### src/rtl/mesh_pe_ni_pkg.sv
// Shared NI definitions: header field positions, FSM state encodings, header builder.
package mesh_ni_pkg;

  localparam int XHOP_MSB  = 2;
  localparam int YHOP_MSB  = 5;

  localparam int XDIR_BIT  = 0;
  localparam int XH_LSB    = 1;
  localparam int XH_MSB    = XHOP_MSB;
  localparam int YDIR_BIT  = XHOP_MSB + 1;
  localparam int YH_LSB    = XHOP_MSB + 2;
  localparam int YH_MSB    = YHOP_MSB;
  localparam int HDR_W     = YHOP_MSB + 1;
  localparam int XH_W      = XH_MSB - XH_LSB + 1;
  localparam int YH_W      = YH_MSB - YH_LSB + 1;

  typedef logic [1:0] tx_state_t;
  localparam tx_state_t T_IDLE = 2'd0;
  localparam tx_state_t T_REQ  = 2'd1;
  localparam tx_state_t T_REL  = 2'd2;

  typedef logic [0:0] rx_state_t;
  localparam rx_state_t R_IDLE = 1'b0;
  localparam rx_state_t R_ACK  = 1'b1;

  // Direction bit set means the destination lies at a larger column/row index.
  function automatic logic [HDR_W-1:0] build_header(input int src, input int dst, input int cols);
    int sc, sr, dc, dr;
    logic [HDR_W-1:0] h;
    sc = src % cols;
    sr = src / cols;
    dc = dst % cols;
    dr = dst / cols;
    h = '0;
    h[XDIR_BIT]        = (dc > sc);
    h[XH_MSB:XH_LSB]   = XH_W'((dc > sc) ? (dc - sc) : (sc - dc));
    h[YDIR_BIT]        = (dr > sr);
    h[YH_MSB:YH_LSB]   = YH_W'((dr > sr) ? (dr - sr) : (sr - dr));
    return h;
  endfunction

endpackage

### src/rtl/mesh_pe_ni_if.sv
// PE and router channel bundle for one NI; slave = the NI, master = PE/router side.
interface mesh_pe_ni_if #(
  parameter int WIDTH  = 16,
  parameter int NODE_W = 3,
  parameter int PL_W   = 10
);
  logic              pe_tx_valid;
  logic              pe_tx_ready;
  logic [NODE_W-1:0] pe_tx_dest;
  logic [PL_W-1:0]   pe_tx_payload;
  logic              pe_tx_err;
  logic              net_tx_req;
  logic [WIDTH-1:0]  net_tx_data;
  logic              net_tx_ack;
  logic              net_rx_req;
  logic [WIDTH-1:0]  net_rx_data;
  logic              net_rx_ack;
  logic              pe_rx_valid;
  logic              pe_rx_ready;
  logic [PL_W-1:0]   pe_rx_payload;
  logic              pe_rx_hop_err;

  modport slave (
    input  pe_tx_valid, pe_tx_dest, pe_tx_payload, net_tx_ack,
           net_rx_req, net_rx_data, pe_rx_ready,
    output pe_tx_ready, pe_tx_err, net_tx_req, net_tx_data,
           net_rx_ack, pe_rx_valid, pe_rx_payload, pe_rx_hop_err
  );

  modport master (
    output pe_tx_valid, pe_tx_dest, pe_tx_payload, net_tx_ack,
           net_rx_req, net_rx_data, pe_rx_ready,
    input  pe_tx_ready, pe_tx_err, net_tx_req, net_tx_data,
           net_rx_ack, pe_rx_valid, pe_rx_payload, pe_rx_hop_err
  );
endinterface

### src/rtl/mesh_pe_ni_sync2.sv
// Two-flop synchronizer for an asynchronous handshake line, cleared by reset.
module ni_sync2 (
  input  logic clk,
  input  logic rst,
  input  logic d,
  output logic q
);
  logic meta;

  always_ff @(posedge clk or posedge rst) begin
    if (rst) begin
      meta <= 1'b0;
      q    <= 1'b0;
    end else begin
      meta <= d;
      q    <= meta;
    end
  end
endmodule

### src/rtl/mesh_pe_ni.sv
// PE-side mesh network interface: TX packetizer + 4-phase sender, RX 4-phase receiver + 1-entry buffer.
// Optional hop-field check on received packets enabled by NI_HOP_CHECK_EN.
module mesh_pe_ni
  import mesh_ni_pkg::*;
#(
  parameter int WIDTH     = 16,
  parameter int X_HOP_LOC = XHOP_MSB,
  parameter int Y_HOP_LOC = YHOP_MSB,
  parameter int ROWS      = 2,
  parameter int COLS      = 3,
  parameter int NODE_NUM  = 0,
  parameter int NODE_W    = 3,
  parameter int PL_W      = WIDTH - Y_HOP_LOC - 1
) (
  input  logic          clk,
  input  logic          rst,
  mesh_pe_ni_if.slave   bus
);

  logic ack_s;
  logic req_s;

  ni_sync2 u_sync_ack (.clk(clk), .rst(rst), .d(bus.net_tx_ack), .q(ack_s));
  ni_sync2 u_sync_req (.clk(clk), .rst(rst), .d(bus.net_rx_req), .q(req_s));

  tx_state_t        tx_state;
  logic             tx_req;
  logic             tx_err;
  logic [WIDTH-1:0] tx_pkt;
  logic             tx_accept;
  logic             dest_bad;

  assign tx_accept = bus.pe_tx_valid && (tx_state == T_IDLE);
  assign dest_bad  = int'(bus.pe_tx_dest) >= ROWS * COLS;

  always_ff @(posedge clk or posedge rst) begin
    if (rst) begin
      tx_state <= T_IDLE;
      tx_req   <= 1'b0;
      tx_err   <= 1'b0;
      tx_pkt   <= '0;
    end else begin
      tx_err <= 1'b0;
      case (tx_state)
        T_IDLE: begin
          if (tx_accept) begin
            if (dest_bad) begin
              tx_err <= 1'b1;
            end else begin
              tx_pkt   <= {bus.pe_tx_payload, build_header(NODE_NUM, int'(bus.pe_tx_dest), COLS)};
              tx_req   <= 1'b1;
              tx_state <= T_REQ;
            end
          end
        end
        T_REQ: begin
          if (ack_s) begin
            tx_req   <= 1'b0;
            tx_state <= T_REL;
          end
        end
        T_REL: begin
          if (!ack_s) tx_state <= T_IDLE;
        end
        default: begin
          tx_req   <= 1'b0;
          tx_state <= T_IDLE;
        end
      endcase
    end
  end

  assign bus.pe_tx_ready = (tx_state == T_IDLE);
  assign bus.pe_tx_err   = tx_err;
  assign bus.net_tx_req  = tx_req;
  assign bus.net_tx_data = tx_pkt;

  rx_state_t        rx_state;
  logic             rx_ack;
  logic             rx_full;
  logic [PL_W-1:0]  rx_pl;
  logic             rx_pop;
  logic             rx_cap;

  // A held-off request is captured in the same cycle the PE drains the buffer.
  assign rx_pop = rx_full && bus.pe_rx_ready;
  assign rx_cap = (rx_state == R_IDLE) && req_s && (!rx_full || rx_pop);

  always_ff @(posedge clk or posedge rst) begin
    if (rst) begin
      rx_state <= R_IDLE;
      rx_ack   <= 1'b0;
      rx_full  <= 1'b0;
      rx_pl    <= '0;
    end else begin
      if (rx_cap) begin
        rx_pl   <= bus.net_rx_data[WIDTH-1:Y_HOP_LOC+1];
        rx_full <= 1'b1;
      end else if (rx_pop) begin
        rx_full <= 1'b0;
      end
      case (rx_state)
        R_IDLE: begin
          if (rx_cap) begin
            rx_ack   <= 1'b1;
            rx_state <= R_ACK;
          end
        end
        R_ACK: begin
          if (!req_s) begin
            rx_ack   <= 1'b0;
            rx_state <= R_IDLE;
          end
        end
        default: begin
          rx_ack   <= 1'b0;
          rx_state <= R_IDLE;
        end
      endcase
    end
  end

  assign bus.net_rx_ack    = rx_ack;
  assign bus.pe_rx_valid   = rx_full;
  assign bus.pe_rx_payload = rx_pl;

`ifdef NI_HOP_CHECK_EN
  logic hop_err;

  always_ff @(posedge clk or posedge rst) begin
    if (rst) begin
      hop_err <= 1'b0;
    end else if (rx_cap && ((|bus.net_rx_data[X_HOP_LOC:1]) ||
                            (|bus.net_rx_data[Y_HOP_LOC:X_HOP_LOC+2]))) begin
      hop_err <= 1'b1;
    end
  end

  assign bus.pe_rx_hop_err = hop_err;
`else
  logic unused_rx_hdr;
  assign unused_rx_hdr     = ^bus.net_rx_data[Y_HOP_LOC:0];
  assign bus.pe_rx_hop_err = 1'b0;
`endif

endmodule
### src/flat_wrapper.sv
// flat-port wrapper written by rule: the top's interface ports become plain ports
module mesh_pe_ni_flat import mesh_ni_pkg::*;
#(
  parameter int WIDTH     = 16,
  parameter int X_HOP_LOC = XHOP_MSB,
  parameter int Y_HOP_LOC = YHOP_MSB,
  parameter int ROWS      = 2,
  parameter int COLS      = 3,
  parameter int NODE_NUM  = 0,
  parameter int NODE_W    = 3,
  parameter int PL_W      = WIDTH - Y_HOP_LOC - 1
)
  (clk, rst, bus_pe_tx_valid, bus_pe_tx_dest, bus_pe_tx_payload, bus_net_tx_ack, bus_net_rx_req, bus_net_rx_data, bus_pe_rx_ready, bus_pe_tx_ready, bus_pe_tx_err, bus_net_tx_req, bus_net_tx_data, bus_net_rx_ack, bus_pe_rx_valid, bus_pe_rx_payload, bus_pe_rx_hop_err);
  mesh_pe_ni_if #(.WIDTH(WIDTH), .NODE_W(NODE_W), .PL_W(PL_W)) bus_i ();
  input  logic clk;
  input  logic rst;
  input wire logic [$bits(bus_i.pe_tx_valid)-1:0] bus_pe_tx_valid;
  input wire logic [$bits(bus_i.pe_tx_dest)-1:0] bus_pe_tx_dest;
  input wire logic [$bits(bus_i.pe_tx_payload)-1:0] bus_pe_tx_payload;
  input wire logic [$bits(bus_i.net_tx_ack)-1:0] bus_net_tx_ack;
  input wire logic [$bits(bus_i.net_rx_req)-1:0] bus_net_rx_req;
  input wire logic [$bits(bus_i.net_rx_data)-1:0] bus_net_rx_data;
  input wire logic [$bits(bus_i.pe_rx_ready)-1:0] bus_pe_rx_ready;
  output wire logic [$bits(bus_i.pe_tx_ready)-1:0] bus_pe_tx_ready;
  output wire logic [$bits(bus_i.pe_tx_err)-1:0] bus_pe_tx_err;
  output wire logic [$bits(bus_i.net_tx_req)-1:0] bus_net_tx_req;
  output wire logic [$bits(bus_i.net_tx_data)-1:0] bus_net_tx_data;
  output wire logic [$bits(bus_i.net_rx_ack)-1:0] bus_net_rx_ack;
  output wire logic [$bits(bus_i.pe_rx_valid)-1:0] bus_pe_rx_valid;
  output wire logic [$bits(bus_i.pe_rx_payload)-1:0] bus_pe_rx_payload;
  output wire logic [$bits(bus_i.pe_rx_hop_err)-1:0] bus_pe_rx_hop_err;
  assign bus_i.pe_tx_valid = bus_pe_tx_valid;
  assign bus_i.pe_tx_dest = bus_pe_tx_dest;
  assign bus_i.pe_tx_payload = bus_pe_tx_payload;
  assign bus_i.net_tx_ack = bus_net_tx_ack;
  assign bus_i.net_rx_req = bus_net_rx_req;
  assign bus_i.net_rx_data = bus_net_rx_data;
  assign bus_i.pe_rx_ready = bus_pe_rx_ready;
  assign bus_pe_tx_ready = bus_i.pe_tx_ready;
  assign bus_pe_tx_err = bus_i.pe_tx_err;
  assign bus_net_tx_req = bus_i.net_tx_req;
  assign bus_net_tx_data = bus_i.net_tx_data;
  assign bus_net_rx_ack = bus_i.net_rx_ack;
  assign bus_pe_rx_valid = bus_i.pe_rx_valid;
  assign bus_pe_rx_payload = bus_i.pe_rx_payload;
  assign bus_pe_rx_hop_err = bus_i.pe_rx_hop_err;
  mesh_pe_ni #(.WIDTH(WIDTH), .X_HOP_LOC(X_HOP_LOC), .Y_HOP_LOC(Y_HOP_LOC), .ROWS(ROWS), .COLS(COLS), .NODE_NUM(NODE_NUM), .NODE_W(NODE_W), .PL_W(PL_W)) u_core (.clk(clk), .rst(rst), .bus(bus_i));
endmodule
### config.mk
export PLATFORM = sky130hd
export DESIGN_NAME = mesh_pe_ni_flat
export DESIGN_NICKNAME = d
export VERILOG_FILES = /design/src/rtl/mesh_pe_ni_pkg.sv /design/src/rtl/mesh_pe_ni_if.sv /design/src/rtl/mesh_pe_ni_sync2.sv /design/src/rtl/mesh_pe_ni.sv /design/src/flat_wrapper.sv
export SDC_FILE = /design/constraint.sdc
export NUM_CORES = 1
export LEC_CHECK = 0
export ABC_AREA = 1
export CORE_UTILIZATION = 44
export DETAILED_ROUTE_END_ITERATION = 12
export PLACE_DENSITY = 0.82
export SLEW_MARGIN = 20
export SYNTH_ARGS = -nofsm -noshare
export SYNTH_HDL_FRONTEND = slang
export SYNTH_HIERARCHICAL = 1
export SYNTH_SLANG_ARGS = --single-unit
### constraint.sdc
create_clock -name clk -period 2 [get_ports clk]
set_clock_uncertainty 0.2 [all_clocks]
set_input_delay 0.3 -clock clk [delete_from_list [all_inputs] [get_ports clk]]
set_output_delay 0.3 -clock clk [all_outputs]
set_load 0.01 [all_outputs]
; After elaboration in Yosys (flattened, before gate mapping)
; Index checks and enable logic that the tools add are counted.
; Widths: inputs -> output; s select.
[totals]
reg_bits = 37
[op_classes]
n_addsub = 2
div = 2
n_lt_le_gt_ge = 3
n_eq_ne = 8
muxes = 22
bitwise_logic = 3
reduce_logical = 12
[ops]
columns = operator, count
row1 = $gt 32x1->1 const B, 2
row2 = $div 4x3->32 const B, 1
row3 = $mod 4x3->32 const B, 1
row4 = $mux 1, 12
row5 = $mux 2, 6
row6 = $ne 2x2->1 const B, 4
row7 = $reduce_and 4->1, 2
row8 = $pmux 2 s3, 1
row9 = $logic_and 1x1->1, 4
row10 = $ne 2x1->1 const B, 2
row11 = $pmux 1 s2, 2
row12 = $sub 1x2->2 const A, 2
row13 = $ge 3x3->1 const B, 1
row14 = $not 1->1, 3
row15 = $pmux 1 s3, 1
row16 = $reduce_and 3->1, 1
row17 = $eq 2x1->1 const B, 1
row18 = $eq 2x2->1 const B, 1
row19 = $logic_not 2->1, 1
row20 = $reduce_and 2->1, 1
row21 = $reduce_bool 2->1, 1
row22 = $logic_not 1->1, 1
row23 = $logic_or 1x1->1, 1

; Logic depth before layout (Yosys ltp)
[depth]
word_depth = 5
ltp_mapped = 17

; By module
; Netlist, hierarchy kept.
[by_module_without_submodules]
columns = mod, n_inst, cells_each, area_each_um2, seq_area_each_um2
row1 = mesh_pe_ni, 1, 150, 1516.5, 825.8
row2 = ni_sync2, 2, 3, 53.8, 50.0

; Worst setup path before layout
; Ideal clock, no wire load.
[synth_timing]
path_kind = input-to-reg
from = in bus_pe_tx_dest[1]
to = reg u_core.tx_pkt[2] (netlist: u_core/bus.net_tx_data[2])
arrival_ns = 1.585
setup_slack_ns = 0.098
stages = 17
path_cell_list = inv_1 > nor2_1 > ha_1 > inv_1 > ha_1 > inv_1 > ha_1 > inv_1 > nand2_1 > nor2_1 > nand2_1 > nand2_1 > nand2_2 > nand2_2 > nand2_1 > nand3_1 > nand2_1
[synth_via]
elab_chain_len = 3
elab_cells_between_ends = 7
cone_classes = add/sub (1) / div (1) / order compare (2) / mux (1) / bitwise (1) / reduce/logical (1)
[synth_rtl]
columns = item, line_no
row1 = from (decl), flat_wrapper.sv:18  ; input wire logic [$bits(bus_i.pe_tx_dest)-1:0] bus_pe_tx_dest;
row2 = $mod 4x3->32 / $ge 3x3->1 (equally long branches), "mesh_pe_ni_pkg.sv:32, mesh_pe_ni.sv:34"
row3 = $gt 32x1->1 (tied with other cells), mesh_pe_ni_pkg.sv:36  ; h[XH_MSB:XH_LSB] = XH_W'((dc > sc) ? (dc - sc) : (sc - dc));
row4 = $mux 2 / $reduce_and 3->1 (equally long branches), n/a
row5 = to (signal assigned), mesh_pe_ni.sv:50  ; tx_pkt <= {bus.pe_tx_payload, build_header(NODE_NUM, int'(bus.pe_tx_dest), COLS)};
row6 = to (decl), mesh_pe_ni.sv:29  ; logic [WIDTH-1:0] tx_pkt;
; Parallel ways exist; a longest one is shown, timed or not.
; A chain may end at the register's enable or synchronous reset.

; Final worst setup path
[layout_timing]
from = in bus_pe_tx_dest[0]
to = reg u_core.tx_pkt[0] (netlist: u_core/bus.net_tx_data[0])
[layout_via]
elab_chain_len = 3
elab_cells_between_ends = 5
cone_classes = div (1) / order compare (2) / bitwise (1) / reduce/logical (1)
[layout_rtl]
columns = item
row1 = "parallel branches: the longest is 3 deep, another holds $mod 4x3->32"
; Parallel ways; which one is timed is not known.

==> impl_metrics.csv <==
group,metric,value,unit
run_status,run_status,"finished clean",
power_and_ir_drop,total_leakage_power,1.214,nW
critical_path,worstSetupEndpointType,"flop",
clocking,tritoncts_clock_tree,"yes",
finish,antenna_cells,0,
logic_synthesis,netlist_instances,156,
timing,fin_crit,1.915,ns
clocking,maximum_root_to_sink_buffer_count,2,
logic_synthesis,ys_warn_count,6,
finish,num-nets-final,272,
power_and_ir_drop,fin_total_pwr,2.843,mW
logic_synthesis,multiplexer_share_of_the_synthesized_area,8.552,%
floorplan,floorplan.rows,21,
logic_synthesis,dominant_combinational_cell_family_by_area_after_synthesis,"simple AND/OR/NAND/NOR gates",
global_routing,first_global_vias,1222,
finish,most_common_cell_after_layout_fill_and_taps_aside,"sky130_fd_sc_hd__clkdlybuf4s50_1",
logic_synthesis,synth_cell_type_count,22,
routing,drtAntennaViolNets,0,
timing,max_freq,522.1,MHz
finish,flow.area_growth_from_synthesis,52.08,%
clocking,cts-buffers-inserted,5,
logic_synthesis,postSynthRegisterBits,37,
logic_synthesis,synthXorXnorAreaFrac,0.5393,%
clocking,clock_latency,0.28,ns
routing,avgRoutedWirePerCell,11.97,um
logic_synthesis,synthTopCellsByArea,"sky130_fd_sc_hd__dfrtp_1 57%, sky130_fd_sc_hd__nand2_1 12%, sky130_fd_sc_hd__mux2_4 6.5%",
floorplan,core_area,3442,um2
routing,detail_route.first_pass.iterations,4,
placement,place.gp.congestion,0.7137,
routing,vias_per_cell,4.455,
power_and_ir_drop,peakVddDrop,0.8550,mV
floorplan,die-area,3938,um2
logic_synthesis,synth_fa_ha_area_share,4.622,%
clocking,h-tree-depth,2,
logic_synthesis,synthDominantCellAreaShare,57.01,%
routing,post-route-drc-count,0,
logic_synthesis,fraction_of_the_yosys_area_taken_by_sequential_cells,57.01,%
timing,slew_viol_final,0,
job,timing.max_cap.violations,0,
logic_synthesis,synth_top_cell_by_area,"sky130_fd_sc_hd__dfrtp_1",
floorplan,y_dimension_of_the_die,62.76,um
routing,drt-initial-drc-count,29,
floorplan,top_level_ports,67,
floorplan,floorplan.initialDensity,47.18,%
critical_path,crit_required,2.01,ns
placement,placement.io_buffers,59,
finish,final_layout_size_suffix_gt1_share,22.51,%
finish,final_cell_mix,"56 x sky130_fd_sc_hd__clkdlybuf4s50_1, 52 x sky130_fd_sc_hd__nand2_1, 37 x sky130_fd_sc_hd__dfrtp_1",
global_routing,grt_first_pass_wirelength,5.451,mm
routing,num_vias,1234,
timing,grt_setup_unrepaired,"false",
logic_synthesis,post_synth_and_or_nand_nor_area_fraction,18.72,%
critical_path,setup.worst_path.start_class,"input port",
timing,setup_viol,0,
global_routing,grt_antenna_before_repair,0,
global_routing,grtUsageTotal,18.30,%
routing,totalWireLength,3.317,mm
floorplan,floorplan.die.width,62.76,um
logic_synthesis,synth_compound_area_share,2.696,%
timing,post-route-period-util,95.77,%
logic_synthesis,syn_area_per_cell,10.41,um2
logic_synthesis,netlist_area,1624,um2
min_path,worstHoldPathType,"input port to async pin",
clocking,clock_slew_at_reported_path_ffs,0.07,ns
placement,dpl.hpwl,2.344,mm
clocking,tritoncts_num_sinks,37,
clocking,cts_root_buffer,"sky130_fd_sc_hd__clkbuf_8",
critical_path,arrival,1.92,ns
timing,setup_tns,0,ns
critical_path,critical_path.max_fanout,3,
timing,finalHoldViolations,0,
power_and_ir_drop,cellPowerDensity,1151,nW/um2
critical_path,path_class,"input port to flop",
global_routing,grt_start_max_net_pins,22,
global_routing,overflow,0,
==> layout make-up <==
| type | count | area (um2) |
|---|---|---|
| Clock inverter | 2 | 35.03 |
| Fill cell | 259 | 972.2 |
| Tap cell | 46 | 57.56 |
| Clock buffer | 5 | 68.82 |
| Inverter | 19 | 73.82 |
| Multi-Input combinational cell | 96 | 626.9 |
| Sequential cell | 37 | 925.9 |
| Timing Repair Buffer | 72 | 681.9 |
==> stage by stage <==
stage	std cells	area, um2	util (%)	hold WS, ns	setup slack (ns)
global placement	267	2302	66.88	0.1331	-0.4478
finish	277	2470	71.76	0.02121	0.08468
CTS	276	2435	70.74	0.01494	0.03283
global route	277	2470	71.76	0.03878	0.01693
detailed placement	267	2302	66.88	0.1356	-0.5247
floorplan	157	1628	-	-0.1588	0.09799
==> cells in the mapped netlist <==
master	n
sky130_fd_sc_hd__a21oi_1	2
sky130_fd_sc_hd__a21oi_2	1
sky130_fd_sc_hd__buf_4	2
sky130_fd_sc_hd__buf_6	3
sky130_fd_sc_hd__conb_1	2
sky130_fd_sc_hd__dfrtp_1	37
sky130_fd_sc_hd__ha_1	6
sky130_fd_sc_hd__inv_1	19
sky130_fd_sc_hd__mux2_2	3
sky130_fd_sc_hd__mux2_4	7
sky130_fd_sc_hd__nand2_1	53
sky130_fd_sc_hd__nand2_2	4
sky130_fd_sc_hd__nand2_4	1
sky130_fd_sc_hd__nand3_1	2
sky130_fd_sc_hd__nand3_2	1
sky130_fd_sc_hd__nand3_4	1
sky130_fd_sc_hd__nor2_1	4
sky130_fd_sc_hd__nor2_4	1
sky130_fd_sc_hd__nor3_1	1
sky130_fd_sc_hd__o21ai_0	3
sky130_fd_sc_hd__o21ai_1	2
sky130_fd_sc_hd__xnor2_1	1
==> sequential cells by signal, indices dropped and copies added, names as in the netlist <==
register	flops
u_core/bus.net_tx_data	16
u_core/u_sync_ack/q	1
u_core/bus.pe_tx_err	1
u_core/u_sync_ack/meta	1
u_core/u_sync_req/meta	1
u_core/bus.pe_rx_payload	10
u_core/tx_state	2
u_core/bus.net_rx_ack	1
u_core/bus.pe_rx_valid	1
u_core/rx_state	1
u_core/u_sync_req/q	1
u_core/bus.net_tx_req	1
==> where the power goes <==
group / internal [mW] / total [mW] / leakage (nW) / switching (mW)
Clock: 0.362 / 0.608 / 0.0540 / 0.246
Sequential: 0.992 / 1.14 / 0.450 / 0.143
Combinational: 0.656 / 1.10 / 0.710 / 0.444
==> cell families (layout without fill, tap and decap cells) <==
kind of cell	after synthesis	in the layout
flip-flops	37	37
XOR/XNOR	1	1
other	2	3
multiplexers	10	10
buffers and inverters	24	98
adder cells (fa/ha/maj)	6	6
AO/OA/AOI/OAI	8	8
AND/OR/NAND/NOR	68	68
==> critical path: stages <==
cell                            delay, ns
sky130_fd_sc_hd__dlygate4sd2_1       0.26
sky130_fd_sc_hd__ha_2                0.20
sky130_fd_sc_hd__buf_4               0.13
sky130_fd_sc_hd__ha_2                0.18
sky130_fd_sc_hd__inv_2               0.07
sky130_fd_sc_hd__nand2_4             0.06
sky130_fd_sc_hd__xnor2_2             0.14
sky130_fd_sc_hd__ha_1                0.21
sky130_fd_sc_hd__nand2_2             0.07
sky130_fd_sc_hd__nand2_2             0.06
sky130_fd_sc_hd__buf_4               0.13
sky130_fd_sc_hd__o21ai_1             0.11
==> path summary, 6_finish.rpt <==
path                                   startpoint                        end  slack [ns]  depth (start not counted)
setup / recovery                bus_pe_tx_dest[0]  u_core/bus.net_tx_data[0]        0.08                         12
hold / removal                                rst        u_core/u_sync_req/q        0.02                          2
setup reg to reg               u_core/tx_state[0]  u_core/bus.net_tx_data[3]        0.54                          5
hold reg to reg            u_core/u_sync_ack/meta        u_core/u_sync_ack/q        0.15                          0
max in group asynchronous                     rst      u_core/bus.net_rx_ack        1.13                          3
min in group clk                bus_pe_tx_dest[1]       u_core/bus.pe_tx_err        0.11                          3
==> routing by layer <==
| layer | up-vias | share of wire, % | global-route usage (%) |
|---|---|---|---|
| met2 | 38 | 50 | 30.30 |
| met4 | 0 | 1.1 | 8.721 |
| li1 | 620 | - | - |
| met3 | 4 | 4.0 | 4.562 |
| met1 | 572 | 44 | 22.28 |
| met5 | - | 0 | 0 |
==> repair_timing <==
item	in CTS	in global routing
setup buffers	2	1
gates resized for setup	8	12
setup endpoints to repair	2	2
pin swaps	1	7
hold buffers	0	0
endpoints found under the hold margin	0	0
Note: power is estimated with default switching activity, not from simulation.
